--- src/rtl/coin_dispenser.sv ---
`default_nettype none
// ============================================================================
// Module   : coin_dispenser
// Purpose  : Greedy coin-return engine with per-denomination hopper stock,
//            refill support and a valid/ack coin handshake.
// Revision : 1.0
// ============================================================================
module coin_dispenser #(
    parameter int                      kNumCoins  = 3,
    parameter int                      kTotalBits = 31,
    parameter logic [kTotalBits-1:0]   COIN_VAL0  = 100,
    parameter logic [kTotalBits-1:0]   COIN_VAL1  = 500,
    parameter logic [kTotalBits-1:0]   COIN_VAL2  = 1000,
    parameter int                      STOCK_BITS = 8,
    parameter logic [STOCK_BITS-1:0]   INIT_STOCK = 10
) (
    input  logic                    clk,
    input  logic                    reset,
    input  logic                    i_start,
    input  logic [kTotalBits-1:0]   i_amount,
    input  logic                    i_coin_ack,
    input  logic                    i_refill_valid,
    input  logic [kNumCoins-1:0]    i_refill_sel,
    input  logic [STOCK_BITS-1:0]   i_refill_count,
    output logic                    o_busy,
    output logic                    o_coin_valid,
    output logic [kNumCoins-1:0]    o_coin_sel,
    output logic                    o_done,
    output logic [kTotalBits-1:0]   o_remainder,
    output logic [STOCK_BITS-1:0]   o_stock0,
    output logic [STOCK_BITS-1:0]   o_stock1,
    output logic [STOCK_BITS-1:0]   o_stock2
);

    typedef enum logic [1:0] {
        IDLE     = 2'd0,
        SELECT   = 2'd1,
        DISPENSE = 2'd2,
        DONE     = 2'd3
    } state_t;

    localparam int                    SEL_W     = $clog2(kNumCoins);
    localparam logic [kTotalBits-1:0] COIN_VAL [kNumCoins] = '{COIN_VAL0, COIN_VAL1, COIN_VAL2};
    localparam logic [STOCK_BITS:0]   STOCK_MAX = {1'b0, {STOCK_BITS{1'b1}}};

    state_t                  state_q, state_d;
    logic [kTotalBits-1:0]   remaining_q, remaining_d;
    logic [kNumCoins-1:0]    sel_q, sel_d;
    logic [kTotalBits-1:0]   remainder_q, remainder_d;
    logic [STOCK_BITS-1:0]   stock_q [kNumCoins];
    logic [STOCK_BITS-1:0]   stock_d [kNumCoins];

    logic                    found;
    logic [SEL_W-1:0]        pick;
    logic [kNumCoins-1:0]    pick_onehot;
    logic [kTotalBits-1:0]   sel_val;

    // Ascending scan so the last match is the largest eligible denomination.
    always_comb begin
        found = 1'b0;
        pick  = '0;
        for (int k = 0; k < kNumCoins; k++) begin
            if ((COIN_VAL[k] <= remaining_q) && (stock_q[k] != '0)) begin
                found = 1'b1;
                pick  = SEL_W'(k);
            end
        end
        pick_onehot = kNumCoins'(1) << pick;
    end

    always_comb begin
        sel_val = '0;
        for (int k = 0; k < kNumCoins; k++) begin
            if (sel_q[k]) begin
                sel_val = sel_val | COIN_VAL[k];
            end
        end
    end

    always_comb begin
        state_d     = state_q;
        remaining_d = remaining_q;
        sel_d       = sel_q;
        remainder_d = remainder_q;
        case (state_q)
            IDLE: begin
                if (i_start) begin
                    remaining_d = i_amount;
                    state_d     = SELECT;
                end
            end
            SELECT: begin
                if (found) begin
                    sel_d   = pick_onehot;
                    state_d = DISPENSE;
                end else begin
                    // Loaded here so the value is already valid in the o_done cycle.
                    remainder_d = remaining_q;
                    state_d     = DONE;
                end
            end
            DISPENSE: begin
                if (i_coin_ack) begin
                    remaining_d = remaining_q - sel_val;
                    state_d     = SELECT;
                end
            end
            DONE: begin
                state_d = IDLE;
            end
            default: begin
                state_d = IDLE;
            end
        endcase
    end

    // Refill and dispense may hit the same counter in one cycle; saturate the net result.
    always_comb begin
        logic                 refill_ok;
        logic [STOCK_BITS:0]  sum;
        refill_ok = (i_refill_sel != '0) &&
                    ((i_refill_sel & (i_refill_sel - kNumCoins'(1))) == '0);
        sum = '0;
        for (int k = 0; k < kNumCoins; k++) begin
            sum = {1'b0, stock_q[k]};
            if (i_refill_valid && refill_ok && i_refill_sel[k]) begin
                sum = sum + {1'b0, i_refill_count};
            end
            if ((state_q == DISPENSE) && i_coin_ack && sel_q[k]) begin
                sum = sum - (STOCK_BITS+1)'(1);
            end
            stock_d[k] = (sum > STOCK_MAX) ? STOCK_MAX[STOCK_BITS-1:0] : sum[STOCK_BITS-1:0];
        end
    end

    always_ff @(posedge clk) begin
        if (reset) begin
            state_q     <= IDLE;
            remaining_q <= '0;
            sel_q       <= '0;
            remainder_q <= '0;
            for (int k = 0; k < kNumCoins; k++) begin
                stock_q[k] <= INIT_STOCK;
            end
        end else begin
            state_q     <= state_d;
            remaining_q <= remaining_d;
            sel_q       <= sel_d;
            remainder_q <= remainder_d;
            for (int k = 0; k < kNumCoins; k++) begin
                stock_q[k] <= stock_d[k];
            end
        end
    end

    assign o_busy       = (state_q != IDLE);
    assign o_coin_valid = (state_q == DISPENSE);
    assign o_coin_sel   = (state_q == DISPENSE) ? sel_q : '0;
    assign o_done       = (state_q == DONE);
    assign o_remainder  = remainder_q;
    assign o_stock0     = stock_q[0];
    assign o_stock1     = stock_q[1];
    assign o_stock2     = stock_q[2];

endmodule
`default_nettype wire
--- config.mk ---
export PLATFORM = sky130hd
export DESIGN_NAME = coin_dispenser
export DESIGN_NICKNAME = d
export VERILOG_FILES = /design/src/rtl/coin_dispenser.sv
export SDC_FILE = /design/constraint.sdc
export NUM_CORES = 1
export LEC_CHECK = 0
export ABC_AREA = 1
export CAP_MARGIN = 15
export CORE_MARGIN = 2
export CORE_UTILIZATION = 50
export CTS_CLUSTER_SIZE = 16
export DETAILED_ROUTE_END_ITERATION = 10
export PLACE_DENSITY = 0.86
export SYNTH_ARGS = -nofsm -noshare
export SYNTH_HDL_FRONTEND = slang
export SYNTH_SLANG_ARGS = --single-unit
--- constraint.sdc ---
create_clock -name clk -period 2.8 [get_ports clk]
set_input_delay 0.84 -clock clk [delete_from_list [all_inputs] [get_ports clk]]
set_output_delay 0.84 -clock clk [all_outputs]
set_load 0.01 [all_outputs]
==> impl_metrics.env, run 1 <==
export IMPL_area_growth_pct=32.16
export IMPL_path_cells="clkdlybuf4s50_1 > inv_2 > nand4_4 > nand2_2 > o21ai_1 > inv_1 > ha_1 > nand2_1 > nor2_2 > nand3_2 > nor2_4 > nand4_1 > nand2_4 > nand4_1"
export IMPL_synth_most_common_cell="nand2_1"
export IMPL_placed_cells=1477
export IMPL_drive_gt1_frac=0.1267
export IMPL_firstDrtPassIters=7
export IMPL_antenna_found_initial=0
export IMPL_dpl_cell_area_sq_mm=0.008717
export IMPL_clkTransAtPathRegs_ps=70
export IMPL_ys_ff_latch=91
export IMPL_endpoint_kind="register"
export IMPL_cp_max_fo=7
export IMPL_slew_headroom=0.7306
export IMPL_yosysUniqueCellTypes=42
export IMPL_switching_share=0.3641
export IMPL_stdcell_count=1498
export IMPL_cp_required_ps=3020
export IMPL_busiest_layer="met2"
export IMPL_slew_violations=0
export IMPL_p_leak_nw=4.786
export IMPL_hold_viol=0
export IMPL_htree_levels=3
export IMPL_grt_pass1_wl_mm=33.54
export IMPL_fp_row_count=43
export IMPL_grt_max_degree=63
export IMPL_cts_buffers=9
export IMPL_fin_ws_ps=122.8
export IMPL_share_comb_of_total_power=0.346
export IMPL_synth_avg_cell_area_sq_um=6.098
export IMPL_crit_arrival_ps=2900
export IMPL_cts_hold_buf=0
export IMPL_initial_core_util=0.5076
export IMPL_critPathTopFamily="simple AND/OR/NAND/NOR gates"
export IMPL_ant_nets=0
export IMPL_drtIter0Drc=643
export IMPL_cts_root_buf="clkbuf_16"
export IMPL_yosys_area_share_adder=0.07438
export IMPL_cp_start_kind="primary input"
export IMPL_slowest_delay_ps=450
export IMPL_synth_xor_area_frac=0.02893
export IMPL_syn_area_sq_mm=0.006964
export IMPL_synth_flop_cell="dfxtp_1"
export IMPL_ys_seq_area_frac=0.2616
export IMPL_finish_net_count=1400
export IMPL_drv_cap=0
export IMPL_final_area_sq_mm=0.009204
export IMPL_grt_use_total=0.2797
export IMPL_critPathBufInv=3
export IMPL_outcome="finished clean"
export IMPL_grtUsageMet3=0.05478
export IMPL_tightest_slew_ps=402.6
export IMPL_grt_pass1_vias=7186
export IMPL_yosys_warnings=0
export IMPL_dp_slack_ps=-717.0
export IMPL_routed_wl_mm=20.56
export IMPL_overflow=0
export IMPL_grt_util_met1=0.3775
export IMPL_reg2reg_depth=12
export IMPL_skew_ps=10.52
export IMPL_synth_compound_area_frac=0.1082
export IMPL_holdCritPathClass="reg -> reg"
export IMPL_routabilityCongestion=0.9548
export IMPL_seqPwrFrac=0.352
export IMPL_clkLatencyLatePin_ps=350
export IMPL_cts_sinks=91
export IMPL_ys_async_sr_fraction=0
export IMPL_timing_critical_path_mode_cell="nand4_1"
export IMPL_cts_tree="done"
export IMPL_irDropWorstVdd_v=0.0004080
export IMPL_route_vias_total=7781
export IMPL_dieArea_sq_mm=0.01489
export IMPL_max_freq_mhz=373.5
export IMPL_yosys_area_share_simple=0.4003
export IMPL_grtUsageMet2=0.4605
export IMPL_die_y_microns=122.0
export IMPL_boundaryPins=108
export IMPL_die_width_microns=122.0
export IMPL_p_int_mw=2.792
export IMPL_critical_path_class="in -> reg"
export IMPL_cts_buffer_depth=2
export IMPL_drc=0
export IMPL_power_density_mw_per_mm2=477.1
export IMPL_synth_area_top_cells="dfxtp_1 26%, nand2_1 17%, inv_1 10%, nor2_1 7.1%, nand3_1 6.5%"
export IMPL_whs_path_depth=2
export IMPL_port_buffers=107
export IMPL_path_depth=14
export IMPL_vias_per_cell=5.194
export IMPL_netSwitchingPower_mw=1.599
export IMPL_yosys_mux_area_fraction=0
export IMPL_synth_nets=1228
export IMPL_final_core_util=0.6709
export IMPL_wl_per_cell_microns=13.73
export IMPL_yosysTopAreaCellShare=0.2616
export IMPL_pwr_share_clk=0.301
export IMPL_cp_slowest_cell="clkdlybuf4s50_1"
export IMPL_synth_edf_count=0
export IMPL_postSynthCellCount=1142
export IMPL_diodes=0
export IMPL_synth_top_family_by_area="simple AND/OR/NAND/NOR gates"
export IMPL_final_period_utilization=0.9561
export IMPL_yosys_area_top_type="dfxtp_1"
export IMPL_fin_crit_ps=2677
export IMPL_synth_common_cells="324 x nand2_1, 185 x inv_1, 131 x nor2_1"
export IMPL_coreArea_sq_mm=0.01372
export IMPL_setup_viol=0
export IMPL_dp_hpwl_mm=15.63
## area by class of cell
type	instances	area (sq um)
multi-input cells	828	4370
fillers	1184	4516
clock buffers	11	242.7
repair buffers	188	1730
well taps	180	225.2
inverters	196	738.2
flip-flops and latches	91	1822
clock inverters	4	75.07
## cells by family (layout without fill, tap and decap cells)
logic type / after synthesis / count (layout)
flip-flops: 91 / 91
adder cells (fa/ha/maj): 39 / 39
buffers and inverters: 223 / 399
AO/OA/AOI/OAI: 137 / 137
AND/OR/NAND/NOR: 629 / 629
XOR/XNOR: 23 / 23
## power groups by stage
stage	combinational [mW]	sequential (mW)	clock, mW
4_1_cts	1.49	1.54	1.32
2_1_floorplan	1.01	1.52	0
3_3_place_gp	1.44	1.56	0
5_1_grt	1.71	1.56	1.39
6_report	1.52	1.55	1.32
3_5_place_dp	1.47	1.57	0
## registers in the layout (all words and copies together) (netlist names)
register	flops
o_remainder	31
remaining_q	31
state_q	2
stock_q	24
sel_q	3
## metrics by stage
| step | power (mW) | setup TNS, ps | hold slack (ps) |
|---|---|---|---|
| after global routing | 4.665 | -13.59 | 517.6 |
| after global placement | 3.002 | -12580 | 462.7 |
| after floorplan | 2.529 | 0 | 444.3 |
| after CTS | 4.350 | 0 | 485.9 |
| after detailed placement | 3.033 | -15020 | 477.3 |
| final | 4.391 | 0 | 481.9 |
## placed cells by master (no fill, tap or decap), drive strengths merged, types with 5 or more instances in the layout
cell type / count
a21oi: 51
a31oi: 11
buf: 81
clkbuf: 12
clkdlybuf4s50: 98
dfxtp: 91
dlymetal6s2s: 7
ha: 35
inv: 193
nand2: 328
nand3: 93
nand4: 30
nor2: 149
nor3: 11
nor4: 5
o21ai: 61
or2: 8
xnor2: 9
xor2: 14
## final timing paths
check / slack (ps) / startpoint / to
setup reg to reg: 200 / remaining_q[2]$_SDFFE_PP0P_ / remaining_q[30]$_SDFFE_PP0P_
hold reg to reg: 480 / remaining_q[1]$_SDFFE_PP0P_ / o_remainder[1]$_SDFFE_PP0P_
setup / recovery: 120 / i_refill_sel[2] / stock_q[0][3]$_SDFF_PP1_
hold / removal: 480 / remaining_q[1]$_SDFFE_PP0P_ / o_remainder[1]$_SDFFE_PP0P_
## worst min-delay path: stages (launching register included)
cell and delay [ps]:
dfxtp_1 320, nor2_1 50, nor2_1 80
## metal layers
layer	vias to the layer above	wire length, microns	share of wire
met5	-	0	0
met4	0	311	0.015
met3	27	1403	0.068
met2	252	9629	0.47
met1	3531	9217	0.45
li1	3971	-	-
## repair_timing
item | in CTS | in global routing
endpoints found under the setup margin | 24 | 24
endpoints found under the hold margin | 0 | 0
gates resized for setup | 15 | 24
gates cloned | 0 | 0
pin swaps | 9 | 13
buffers inserted | 5 | 1
(Power assumes the default switching activity.)
==> run 2: changes to the inputs <==
HOLD_SLACK_MARGIN = 0.05   (was not set)
==> results of run 2 <==
Same layout as run 1: the final DEF is identical, and so are final timing and power.
